### config.mk
export PLATFORM = sky130hd
export DESIGN_NAME = if_stage
export DESIGN_NICKNAME = d
export VERILOG_FILES = /design/src/rtl/if_stage.sv
export SDC_FILE = /design/constraint.sdc
export NUM_CORES = 1
export LEC_CHECK = 0
export BUFFER_PORTS_ARGS = -buffer_cell sky130_fd_sc_hd__buf_2
export CORE_ASPECT_RATIO = 0.9
export CORE_MARGIN = 3
export CORE_UTILIZATION = 54
export DETAILED_ROUTE_END_ITERATION = 10
export PLACE_DENSITY = 0.88
export SLEW_MARGIN = 20
export SYNTH_ARGS = -nofsm -noshare
export SYNTH_HDL_FRONTEND = slang
export SYNTH_SLANG_ARGS = --single-unit
### constraint.sdc
create_clock -name clk -period 4.15 [get_ports clk]
set_input_delay 0.415 -clock clk [delete_from_list [all_inputs] [get_ports clk]]
set_output_delay 0.415 -clock clk [all_outputs]
set_load 0.01 [all_outputs]
### src/rtl/if_stage.sv
// Instruction-fetch stage with IF/ID register: owns the PC, drives the 1-cycle-latency
// inst SRAM, applies ID redirects after the delay slot and MEM exception redirects.
module if_stage #(
   parameter logic [31:0] RESET_PC  = 32'hBFC00000,
   parameter logic [31:0] NOP_INSTR = 32'h00000000
) (
   input  logic        clk,
   input  logic        rst,
   input  logic        stall,
   input  logic        branch,
   input  logic [31:0] branchAddr,
   input  logic        Jump,
   input  logic [31:0] jumpAddr,
   input  logic        JumpV,
   input  logic [31:0] jumpVAddr,
   input  logic        exc_redirect,
   input  logic [31:0] exc_pc,
   output logic        inst_sram_en,
   output logic [31:0] inst_sram_addr,
   input  logic [31:0] inst_sram_rdata,
   output logic [31:0] IF_ID_instr,
   output logic [31:0] IF_ID_PCout,
   output logic        IF_ID_valid,
   output logic        IF_ADEL_EXP
);

   typedef enum logic [1:0] {BOOT, RUN, HOLD} st_t;

   st_t         st_reg;
   logic [31:0] pc_reg;
   logic [31:0] buf_reg;
   logic        pend_reg;
   logic [31:0] tgt_reg;

   logic [31:0] next_pc;
   logic        redir;
   logic [31:0] redir_tgt;
   logic        presenting;
   logic        advance;
   logic        misaligned;
   logic [31:0] addr_next;

   assign next_pc    = pend_reg ? tgt_reg : pc_reg + 32'd4;
   assign redir      = JumpV | Jump | branch;
   assign redir_tgt  = JumpV ? jumpVAddr : (Jump ? jumpAddr : branchAddr);
   assign presenting = (st_reg == RUN) || (st_reg == HOLD);
   assign advance    = presenting && !stall;
   assign misaligned = (pc_reg[1:0] != 2'b00);

   always_comb begin
      inst_sram_en = 1'b0;
      addr_next    = next_pc;
      IF_ID_instr  = NOP_INSTR;
      IF_ID_PCout  = pc_reg;
      IF_ID_valid  = 1'b0;
      IF_ADEL_EXP  = 1'b0;
      if (rst) begin
         IF_ID_PCout = RESET_PC;
      end else if (exc_redirect) begin
         // The fetch that was in flight is killed; refetch from the handler.
         inst_sram_en = 1'b1;
         addr_next    = exc_pc;
      end else if (st_reg == BOOT) begin
         inst_sram_en = 1'b1;
         addr_next    = RESET_PC;
      end else if (presenting) begin
         IF_ID_valid  = 1'b1;
         inst_sram_en = !stall;
         if (misaligned) begin
            IF_ADEL_EXP = 1'b1;
         end else begin
            IF_ID_instr = (st_reg == HOLD) ? buf_reg : inst_sram_rdata;
         end
      end
   end

   assign inst_sram_addr = {addr_next[31:2], 2'b00};

   always_ff @(posedge clk) begin
      if (rst) begin
         st_reg   <= BOOT;
         pc_reg   <= RESET_PC;
         pend_reg <= 1'b0;
         buf_reg  <= 32'h0;
         tgt_reg  <= 32'h0;
      end else if (exc_redirect) begin
         st_reg   <= RUN;
         pc_reg   <= exc_pc;
         pend_reg <= 1'b0;
      end else if (st_reg == BOOT) begin
         st_reg <= RUN;
         pc_reg <= RESET_PC;
      end else if (advance) begin
         // The fetch issued now is the delay slot; a captured target goes out next step.
         st_reg <= RUN;
         pc_reg <= next_pc;
         if (redir) begin
            pend_reg <= 1'b1;
            tgt_reg  <= redir_tgt;
         end else if (pend_reg) begin
            pend_reg <= 1'b0;
         end
      end else if (st_reg == RUN) begin
         // SRAM data is not re-read while stalled, so keep a copy.
         buf_reg <= inst_sram_rdata;
         st_reg  <= HOLD;
      end
   end

endmodule
Yosys cells after proc, flatten, opt, wreduce, memory -nomap -nowiden
Index checks and enable logic that the tools add are counted.

Bitwise operators: 5. Add/sub/neg operators: 1. Multiplexer cells: 34. Equal/unequal tests: 2. Reductions and logical operators: 12.

Operator list (number): 2-to-1 mux 32 bit (16); adder 32 x 3 -> 32 bit, second input constant (1); 2-to-1 mux 1 bit (18); AND reduction 4 bit (2); nonzero test 4 bit (1); OR reduction 4 bit (1); inverter 1 bit (3); nonzero test 3 bit (1); equality test 2 x 1 -> 1 bit, second input constant (1); equality test 2 bit, second input constant (1); logical NOT 2 bit (1); bitwise OR 1 bit (2); AND reduction 2 bit (1); nonzero test 2 bit (1); OR reduction 2 bit (1); logical AND 1 bit (1); logical NOT 1 bit (1); logical OR 1 bit (1).

Output and inout port bits: 99. Register bits after elaboration: 99. Input bits: 167. Word-level logic and storage cells: 60.

Logic depth before layout (Yosys ltp)
Gate-level depths: netlist of run 1.

Depth after elaboration: 7. Depth in mapped cells: 9. Mapped depth without buffers: 8.

Worst setup path after synthesis of run 1
OpenSTA, ideal clock, no wires.

Path kind: reg-to-output. Start point: register pc_reg[11]. End point: output inst_sram_addr[27]. Arrival time: 1.874 ns. Path slack: 1.861 ns. Cell stages (with the launch flop): 8. Cells stage by stage: dfxtp_1 buf_2 nand4_4 or4_4 buf_6 nor3_4 nor3_1 nor3_1.

Word-level cells in the longest chain between the ends: 5.

Ends and longest elaborated chain: start, declared (line 30) `logic [31:0] pc_reg;`; start signal, assigned (line 88) `pc_reg <= exc_pc;`; start signal, assigned (line 96) `pc_reg <= next_pc;`; adder 32 x 3 -> 32 bit * (line 43) `assign next_pc = pend_reg ? tgt_reg : pc_reg + 32'd4;`; 2-to-1 mux 32 bit * (line 43); 2-to-1 mux 32 bit (line 63) `end else if (st_reg == BOOT) begin`; 2-to-1 mux 32 bit (line 59) `end else if (exc_redirect) begin`; 2-to-1 mux 32 bit * (line 57) `if (rst) begin`; end, declared (line 19) `output logic [31:0] inst_sram_addr,`.

Every way passes the cells marked *; elsewhere a longest branch is shown, timed or not.

Final worst setup path of run 1
Start point: register st_reg[0]. End point: output inst_sram_en.

Word-level cells in the longest chain between the ends: 6.

Ends and longest elaborated chain: start, declared (line 29) `st_t st_reg;`; start signal, assigned (line 81) `st_reg <= BOOT;`; start signal, assigned (line 87) `st_reg <= RUN;`; start signal, assigned (line 91) `st_reg <= RUN;`; equality test 2 x 1 -> 1 bit / equality test 2 bit (equally long branches) (line 46) `assign presenting = (st_reg == RUN) || (st_reg == HOLD);`; logical OR 1 bit (line 46); 2-to-1 mux 1 bit (line 66) `end else if (presenting) begin`; 2-to-1 mux 1 bit * (line 63); 2-to-1 mux 1 bit * (line 59); 2-to-1 mux 1 bit * (line 57); end, declared (line 18) `output logic inst_sram_en,`.

Marked as above.

==> results of run 1 <==
[through the flow]
stage	hold slack, ps	util (%)
after floorplan	433	-
after global placement	441	66.1
after detailed placement	445	66.1
after CTS	290	68.7
after global routing	287	68.8
final	286	68.8
[cell type report]
type / count / area [um2] / share of cell area [%]
Sequential cell: 99 / 1980 / 23.8
Timing Repair Buffer: 273 / 1390 / 16.7
Inverter: 16 / 60.1 / 0.720
Multi-Input combinational cell: 754 / 4390 / 52.6
Antenna cell: 1 / 2.50 / 0.0300
Clock buffer: 10 / 239 / 2.87
Tap cell: 160 / 200 / 2.40
Clock inverter: 6 / 73.8 / 0.885
[layer usage]
layer	track usage [%]	up-vias
met5	0	-
li1	-	3723
met1	41.2	3502
met4	12.2	0
met2	49.1	507
met3	5.08	78
[power breakdown]
part | internal [mW] | leakage [nW] | switching, mW
Combinational | 0.212 | 2.67 | 0.287
Sequential | 0.987 | 0.806 | 0.0507
Clock | 0.491 | 0.147 | 0.388
Total | 1.69 | 3.62 | 0.726
[synthesized netlist by cell type (all sizes together) (2+ instances only)]
library cell | number | area share (%)
o211ai | 9 | 1.0
inv | 15 | 0.84
a2bb2oi | 3 | 0.39
o21a | 2 | 0.22
a21oi | 87 | 6.5
o31ai | 7 | 0.78
nand3 | 18 | 1.3
a211oi | 10 | 1.1
o32a | 2 | 0.30
nor2 | 73 | 4.1
or3 | 3 | 0.28
clkbuf | 61 | 3.4
nor3 | 31 | 2.5
or4 | 5 | 0.61
a21boi | 4 | 0.45
o32ai | 3 | 0.39
ha | 4 | 0.74
and2 | 2 | 0.19
a31oi | 7 | 0.65
buf | 16 | 1.2
xnor2 | 8 | 1.0
a22o | 2 | 0.26
a22oi | 10 | 1.1
nand2b | 8 | 0.74
a221oi | 3 | 0.39
nand2 | 212 | 12
mux2i | 76 | 11
mux2 | 3 | 0.50
and3 | 16 | 1.5
nor2b | 22 | 2.0
xor2 | 10 | 1.3
nor4 | 4 | 0.82
dfxtp | 99 | 29
nand4 | 11 | 1.6
o22ai | 16 | 1.5
or2 | 9 | 0.84
a211o | 2 | 0.26
nor3b | 4 | 0.45
nor4b | 5 | 0.65
o21ai | 50 | 3.7
[worst paths after layout]
check,from,end,cells past startpoint
worst min register to register,tgt_reg[1]$_SDFFE_PP0P_,tgt_reg[1]$_SDFFE_PP0P_,2
worst max register to register,st_reg[0]$_SDFFE_PP0P_,buf_reg[15]$_SDFFE_PP0P_,8
worst max-delay path,st_reg[0]$_SDFFE_PP0P_,inst_sram_en,7
worst min-delay path,exc_pc[14],pc_reg[14]$_SDFFE_PP0P_,3
[cells by family after synthesis]
logic type / count (synthesis) / synth area share (%)
AOI/OAI and AO/OA: 226 / 20.3
xor gates and xnor gates: 18 / 2.34
adders and majority gates: 4 / 0.744
buffers and inverters: 93 / 5.51
DFF: 99 / 29.5
muxes: 79 / 11.8
other: 1 / 0.0558
and+or+nand+nor: 425 / 29.8
[tightest hold or removal path, stage by stage]
cell                      delay, ps
sky130_fd_sc_hd__buf_2           90
sky130_fd_sc_hd__nand2_1         40
sky130_fd_sc_hd__o21ai_0         60
[cells in the final DEF, fill, tap and decap left out, types with 5 or more instances in the layout]
cell type,count
sky130_fd_sc_hd__mux2i_1,76
sky130_fd_sc_hd__a22oi_1,10
sky130_fd_sc_hd__and3_1,15
sky130_fd_sc_hd__nor4b_1,5
sky130_fd_sc_hd__a21oi_1,86
sky130_fd_sc_hd__buf_4,11
sky130_fd_sc_hd__nand2b_1,8
sky130_fd_sc_hd__or2_2,9
sky130_fd_sc_hd__nor2_1,71
sky130_fd_sc_hd__dfxtp_1,99
sky130_fd_sc_hd__a31oi_1,7
sky130_fd_sc_hd__nand3_1,17
sky130_fd_sc_hd__o211ai_1,9
sky130_fd_sc_hd__inv_1,15
sky130_fd_sc_hd__nand4_1,8
sky130_fd_sc_hd__nor2b_1,22
sky130_fd_sc_hd__o21ai_0,48
sky130_fd_sc_hd__o22ai_1,16
sky130_fd_sc_hd__o31ai_1,7
sky130_fd_sc_hd__xor2_1,10
sky130_fd_sc_hd__nor3_1,29
sky130_fd_sc_hd__nand2_1,212
sky130_fd_sc_hd__xnor2_1,8
sky130_fd_sc_hd__clkbuf_16,9
sky130_fd_sc_hd__buf_2,262
sky130_fd_sc_hd__a211oi_1,10
==> out/summary.log, run 1 <==
INFO  power_and_ir_drop cellLeakagePower=3.62nW
INFO  clock_tree     cts.sink_count=99
INFO  die            die_x=124um
INFO  synth          post_synth_num_cell_types=66
INFO  drt            route.met3.wl=2450um
INFO  synth          sequential_share_of_the_synthesized_area=29.5%
INFO  flow_run       cap_viol_max_count=0
INFO  critical_path  worst_path_max_delay_cell=sky130_fd_sc_hd__nand2_1
INFO  layout         drive_gt1_share=27.3%
INFO  critical_path  worst-endpoint-arrival=2900ps
INFO  critical_path  reg2reg_setup_slack=1300ps
INFO  layout         final_nets=1324
INFO  critical_path  worstSetupStartpointType=register
INFO  power_and_ir_drop pwr_density_cell=290mW/mm2
INFO  synth          ys.flop_type=sky130_fd_sc_hd__dfxtp_1
INFO  placement      placedCellCount=1302
INFO  drt            wl=22300um
INFO  synth          yosys_register_bits=99
INFO  clock_tree     clk_transition_reported_paths=80ps
INFO  clock_tree     clock_tree.htree_level_count=3
INFO  sta            rsz_0062_raised_after_global_routing=false
INFO  drt            number_of_detailed_routing_iterations_run_before_antenna_repair=6
INFO  sta            layout_min_cycle_time=3320ps
INFO  die            placeableCoreArea=0.0121mm2
INFO  sta            worstMarginPinSlew=1050ps
INFO  layout         syn2layout_area_growth=24.0%
INFO  synth          synth_cells=945
INFO  drt            vias=7810
INFO  layout         fin_area=0.00834mm2
INFO  sta            setup-tns-final=0ps
INFO  clock_tree     holdBufCountCts=0
INFO  drt            antenna_violating_nets_post_route=0
INFO  sta            timing.fmax=301MHz
INFO  outcome        outcome=completed
INFO  drt            drt_drc_violations_left=0
INFO  drt            route.met2.wl=10300um
INFO  power_and_ir_drop design_power_total=2.42mW
INFO  placement      post-dp-hpwl=16400um
INFO  critical_path  setup.worst_path.class=reg2out
INFO  global_routing total_track_usage=30.7%
INFO  layout         layout.filler_cells=1065
INFO  sta            final.setup.worst_slack=832ps
INFO  drt            detail_route.wirelength.met1=8780um
INFO  placement      final_replace_weighted_congestion=0.989
INFO  die            dieHeight=112um
INFO  drt            avgRoutedWirePerCell=16.9um
INFO  critical_path  crit_chain=inv_1 -> ha_1 -> nand2b_1 -> nand2_1 -> nand2_1 -> inv_1 -> buf_2
INFO  clock_tree     cts.repair.resized=0
INFO  power_and_ir_drop irDropWorstVdd=0.000234V
INFO  drt            dr.first_iter.drc_count=1030
INFO  global_routing first_global_vias=6932
INFO  die            initial_core_util=55.5%
INFO  critical_path  cp_max_fo=20
INFO  clock_tree     cts_tree=built
INFO  clock_tree     root_buffer=sky130_fd_sc_hd__clkbuf_16
INFO  critical_path  critical_path_buf_inv_count=3
INFO  die            row_count=38
INFO  die            num_io_pins=266
INFO  die            design.die.area=0.0138mm2
INFO  critical_path  cp_data_required_time=3730ps
INFO  drt            top_layer=met4
INFO  synth          avgSynthCellArea=7.12um2
INFO  clock_tree     post_cts_buffers=0
INFO  hold_path      timing.hold.worst.class=in2reg
INFO  sta            final-max-slew-violation-count=0
INFO  global_routing antenna_violations_before_repair=1
INFO  critical_path  cp_slowest_stage_delay=630ps
INFO  clock_tree     cts_max_path_buffers=2
INFO  placement      placement.io_buffers=263
INFO  global_routing first_pass_grt_wire_length=34300um
INFO  global_routing pin_count_of_the_biggest_net_entering_global_routing=82
INFO  synth          synth_enable_flop_cells=0
INFO  sta            period_share=79.9%
INFO  placement      dpl-instance-area=0.00802mm2
INFO  synth          synthesis.yosys.warnings=0
INFO  drt            drt-vias-per-instance=5.92
INFO  clock_tree     numCtsBuffers=9
INFO  sta            finalSetupViolCount=0
INFO  placement      dp_worst_setup_slack=1280ps
INFO  sta            finClkSkew=13.7ps
INFO  synth          synthArstFlopShare=0%
INFO  critical_path  worstSetupEndpointType=primary output
INFO  global_routing grt_overflow_total=0
INFO  clock_tree     clk_latency=350ps
INFO  critical_path  cpLargestDelayFamily=simple AND/OR/NAND/NOR gates
INFO  sta            headroom_to_the_max_slew_limit=29.6%
INFO  sta            finalHoldViolCount=0
INFO  synth          synth_cell_area=0.00673mm2
INFO  layout         final_cells=1319
No activity file was read; power rests on OpenSTA's default activity.
==> run 2, diff against run 1 <==
--- a/config.mk
+++ b/config.mk
@@ -5,12 +5,13 @@
 export SDC_FILE = /design/constraint.sdc
 export NUM_CORES = 1
 export LEC_CHECK = 0
+export ABC_AREA = 1
 export BUFFER_PORTS_ARGS = -buffer_cell sky130_fd_sc_hd__buf_2
 export CORE_ASPECT_RATIO = 0.9
 export CORE_MARGIN = 3
-export CORE_UTILIZATION = 54
+export CORE_UTILIZATION = 50
 export DETAILED_ROUTE_END_ITERATION = 10
-export PLACE_DENSITY = 0.88
+export PLACE_DENSITY = 0.82
 export SLEW_MARGIN = 20
 export SYNTH_ARGS = -nofsm -noshare
 export SYNTH_HDL_FRONTEND = slang
==> constraint.sdc (replaced) <==
create_clock -name clk -period 3.4 [get_ports clk]
set_input_delay 0.34 -clock clk [delete_from_list [all_inputs] [get_ports clk]]
set_output_delay 0.34 -clock clk [all_outputs]
set_load 0.01 [all_outputs]
==> run 2 against run 1 <==
  * Utilization down 4.2 points
  * Setup slack worse by 240 ps
  * Highest routed layer unchanged
  * Via count up 4.4%
  * Largest power group unchanged
  * Register-to-register slack worse by 660 ps
==> out/summary.log, run 2 <==
INFO  power_and_ir_drop internal-power=1.98mW
INFO  critical_path  critical_path_buf_inv_count=3
INFO  sta            setup-tns-final=0ps
INFO  synth          post-synth-top-count-cell=sky130_fd_sc_hd__nand2_1
INFO  layout         multiInputGateArea=0.00421mm2
INFO  hold_path      timing.hold.worst.class=in2reg
INFO  synth          avgSynthCellArea=6.07um2
INFO  sta            headroom_to_the_max_slew_limit=41.9%
INFO  global_routing grt_overflow_total=0
INFO  global_routing total_track_usage=30.5%
INFO  drt            avgRoutedWirePerCell=15.7um
INFO  global_routing antenna_violations_before_repair=0
INFO  layout         final_common_cell=sky130_fd_sc_hd__nand2_1
INFO  synth          synth_enable_flop_cells=0
INFO  sta            rsz_0062_raised_after_global_routing=false
INFO  power_and_ir_drop power.share.combinational=23.3%
INFO  drt            drt_drc_violations_left=0
INFO  outcome        outcome=completed
INFO  clock_tree     holdBufCountCts=0
INFO  drt            number_of_detailed_routing_iterations_run_before_antenna_repair=5
INFO  drt            vias=8150
INFO  synth          yosys.area.top_type=sky130_fd_sc_hd__dfxtp_1
INFO  layout         final_nets=1512
INFO  sta            timing.fmax=356MHz
INFO  sta            worstMarginPinSlew=871ps
INFO  drt            drt-vias-per-instance=5.40
INFO  critical_path  worst-endpoint-arrival=2470ps
INFO  flow_run       cap_viol_max_count=0
INFO  synth          yosys_register_bits=99
INFO  critical_path  worstSetupStartpointType=register
INFO  layout         antenna-diode-count=0
INFO  synth          ys.flop_type=sky130_fd_sc_hd__dfxtp_1
INFO  synth          synth_cells=1128
INFO  synth          synthArstFlopShare=0%
INFO  layout         drive_gt1_share=25.3%
INFO  clock_tree     numCtsBuffers=9
INFO  placement      dpl-instance-area=0.00812mm2
INFO  die            initial_core_util=52.5%
INFO  critical_path  critPathMostFrequentCell=sky130_fd_sc_hd__nor2_2
INFO  drt            antenna_violating_nets_post_route=0
INFO  clock_tree     post_cts_buffers=0
INFO  layout         layout_common_cells=sky130_fd_sc_hd__nand2_1, sky130_fd_sc_hd__buf_2, sky130_fd_sc_hd__a21oi_1, sky130_fd_sc_hd__nor2_1
INFO  die            row_count=39
INFO  sta            final-max-slew-violation-count=0
INFO  die            placeableCoreArea=0.0130mm2
INFO  layout         layout.area.seq=0.00198mm2
INFO  die            design.die.area=0.0151mm2
INFO  critical_path  cp_data_required_time=3060ps
INFO  global_routing first_pass_grt_wire_length=36400um
INFO  sta            finalSetupViolCount=0
INFO  power_and_ir_drop pwr_density_cell=352mW/mm2
INFO  synth          sequential_share_of_the_synthesized_area=29.0%
INFO  layout         fin_area=0.00841mm2
INFO  sta            layout_min_cycle_time=2810ps
INFO  clock_tree     clk_latency=360ps
INFO  power_and_ir_drop seq_power_share=42.7%
INFO  critical_path  cp_max_fo=23
INFO  sta            finClkSkew=9.42ps
INFO  placement      placement.io_buffers=263
INFO  layout         syn2layout_area_growth=22.9%
INFO  power_and_ir_drop swShare=33.0%
INFO  clock_tree     cts.repair.resized=0
INFO  power_and_ir_drop irDropWorstVdd=0.000240V
INFO  clock_tree     cts.sink_count=99
INFO  critical_path  worstSetupEndpointType=primary output
INFO  synth          synth_cell_area=0.00684mm2
INFO  global_routing pin_count_of_the_biggest_net_entering_global_routing=65
INFO  power_and_ir_drop power.switching=0.976mW
INFO  die            dieHeight=117um
INFO  die            num_io_pins=266
INFO  power_and_ir_drop cellLeakagePower=4.16nW
INFO  critical_path  setup.worst_path.class=reg2out
INFO  synth          post_synth_num_cell_types=37
INFO  sta            finalHoldViolCount=0
INFO  power_and_ir_drop p_clk_share=34.0%
INFO  critical_path  crit_chain=inv_1 -> ha_1 -> nor2_8 -> inv_2 -> nor2_2 -> nor2_2 -> buf_2
INFO  synth          synthesis.yosys.warnings=0
INFO  critical_path  worst_path_max_delay_cell=sky130_fd_sc_hd__nor2_2
INFO  layout         layout.filler_cells=1308
INFO  clock_tree     clock_tree.htree_level_count=3
INFO  clock_tree     clk_transition_reported_paths=70ps
INFO  die            die_x=129um
INFO  sta            period_share=82.6%
INFO  global_routing first_global_vias=7226
INFO  drt            dr.first_iter.drc_count=911
INFO  clock_tree     root_buffer=sky130_fd_sc_hd__clkbuf_16
INFO  synth          ys_top_cells_by_area=sky130_fd_sc_hd__dfxtp_1, sky130_fd_sc_hd__nand2_1, sky130_fd_sc_hd__a21oi_1
INFO  clock_tree     cts_max_path_buffers=2
INFO  clock_tree     cts_tree=built
INFO  critical_path  cp_slowest_stage_delay=670ps
INFO  drt            wl=23700um
INFO  placement      post-dp-hpwl=18500um
INFO  placement      final_replace_weighted_congestion=0.998
INFO  synth          fraction_of_synthesized_cell_area_taken_by_the_top_area_cell_type=29.0%
INFO  synth          ys_top_cells_by_count=sky130_fd_sc_hd__nand2_1, sky130_fd_sc_hd__a21oi_1, sky130_fd_sc_hd__nor2_1, sky130_fd_sc_hd__dfxtp_1, sky130_fd_sc_hd__nand3_1
INFO  critical_path  cpLargestDelayFamily=simple AND/OR/NAND/NOR gates
run 2: cell types whose count changed after synthesis, sizes merged, moves of 32 or more:
| cell | change |
|---|---|
| o21ai | +34 |
| nand3 | +84 |
| a21oi | +32 |
| mux2i | -42 |
| nand2 | +160 |
| nor2 | +45 |
| inv | +67 |
run 2: cell families after synthesis:
kind of cell             count (synthesis)  synth area share [%]
flip-flops                              99                  29.0
AO/OA/AOI/OAI                          216                  16.2
adder cells (fa/ha/maj)                  4                 0.731
XOR/XNOR                                 4                 0.512
other                                    1                0.0548
multiplexers                            34                  4.97
AND/OR/NAND/NOR                        612                  39.0
buffers and inverters                  158                  9.60
run 2: per-layer routing:
metal	part of all wire [%]	wire [um]	GRT usage, %
met1	43	10300	43.6
met2	45	10700	47.5
met3	8.8	2090	4.76
met4	3.0	711	9.73
met5	0	0	0
run 2: power groups by stage:
stage | Combinational [mW] | Sequential, mW | Clock [mW]
floorplan | 0.427 | 1.27 | 0
global placement | 0.672 | 1.29 | 0
detailed placement | 0.680 | 1.29 | 0
CTS | 0.683 | 1.26 | 1.01
global route | 0.764 | 1.27 | 1.05
finish | 0.688 | 1.26 | 1.01
run 2: worst register-to-register path: stages, from the launching register on:
cell	delay (ps)
sky130_fd_sc_hd__dfxtp_1	340
sky130_fd_sc_hd__inv_1	70
sky130_fd_sc_hd__ha_1	270
sky130_fd_sc_hd__nor2_8	380
sky130_fd_sc_hd__inv_2	230
sky130_fd_sc_hd__nor2_2	200
sky130_fd_sc_hd__buf_4	380
sky130_fd_sc_hd__nand2_2	480
sky130_fd_sc_hd__nand2_1	200
sky130_fd_sc_hd__a21oi_1	80
run 2: final timing paths:
kind / to / cells after the start / slack [ps] / from
worst min register to register: tgt_reg[10]$_SDFFE_PP0P_ / 2 / 450 / tgt_reg[10]$_SDFFE_PP0P_
worst min-delay path: buf_reg[18]$_SDFFE_PP0P_ / 3 / 260 / inst_sram_rdata[18]
worst max-delay path: inst_sram_en / 7 / 590 / st_reg[0]$_SDFFE_PP0P_
worst max register to register: buf_reg[14]$_SDFFE_PP0P_ / 9 / 640 / st_reg[0]$_SDFFE_PP0P_
run 2: per-stage QoR:
stage	total power, mW	hold WS [ps]	instances	util (%)	setup WS (ps)
final	2.96	256	1510	64.5	591
after global routing	3.09	261	1510	64.5	439
after CTS	2.95	253	1510	64.5	633
after detailed placement	1.97	439	1494	62.4	681
after global placement	1.96	431	1494	62.4	780
after floorplan	1.70	420	1129	-	1570
run 2: layout make-up:
cell class	instances	share of cell area [%]
multi-input combinational	872	50.1
sequential	99	23.6
timing repair buffer	276	16.8
inverter	83	3.70
clock buffer	9	2.68
tap	164	2.44
clock inverter	7	0.714
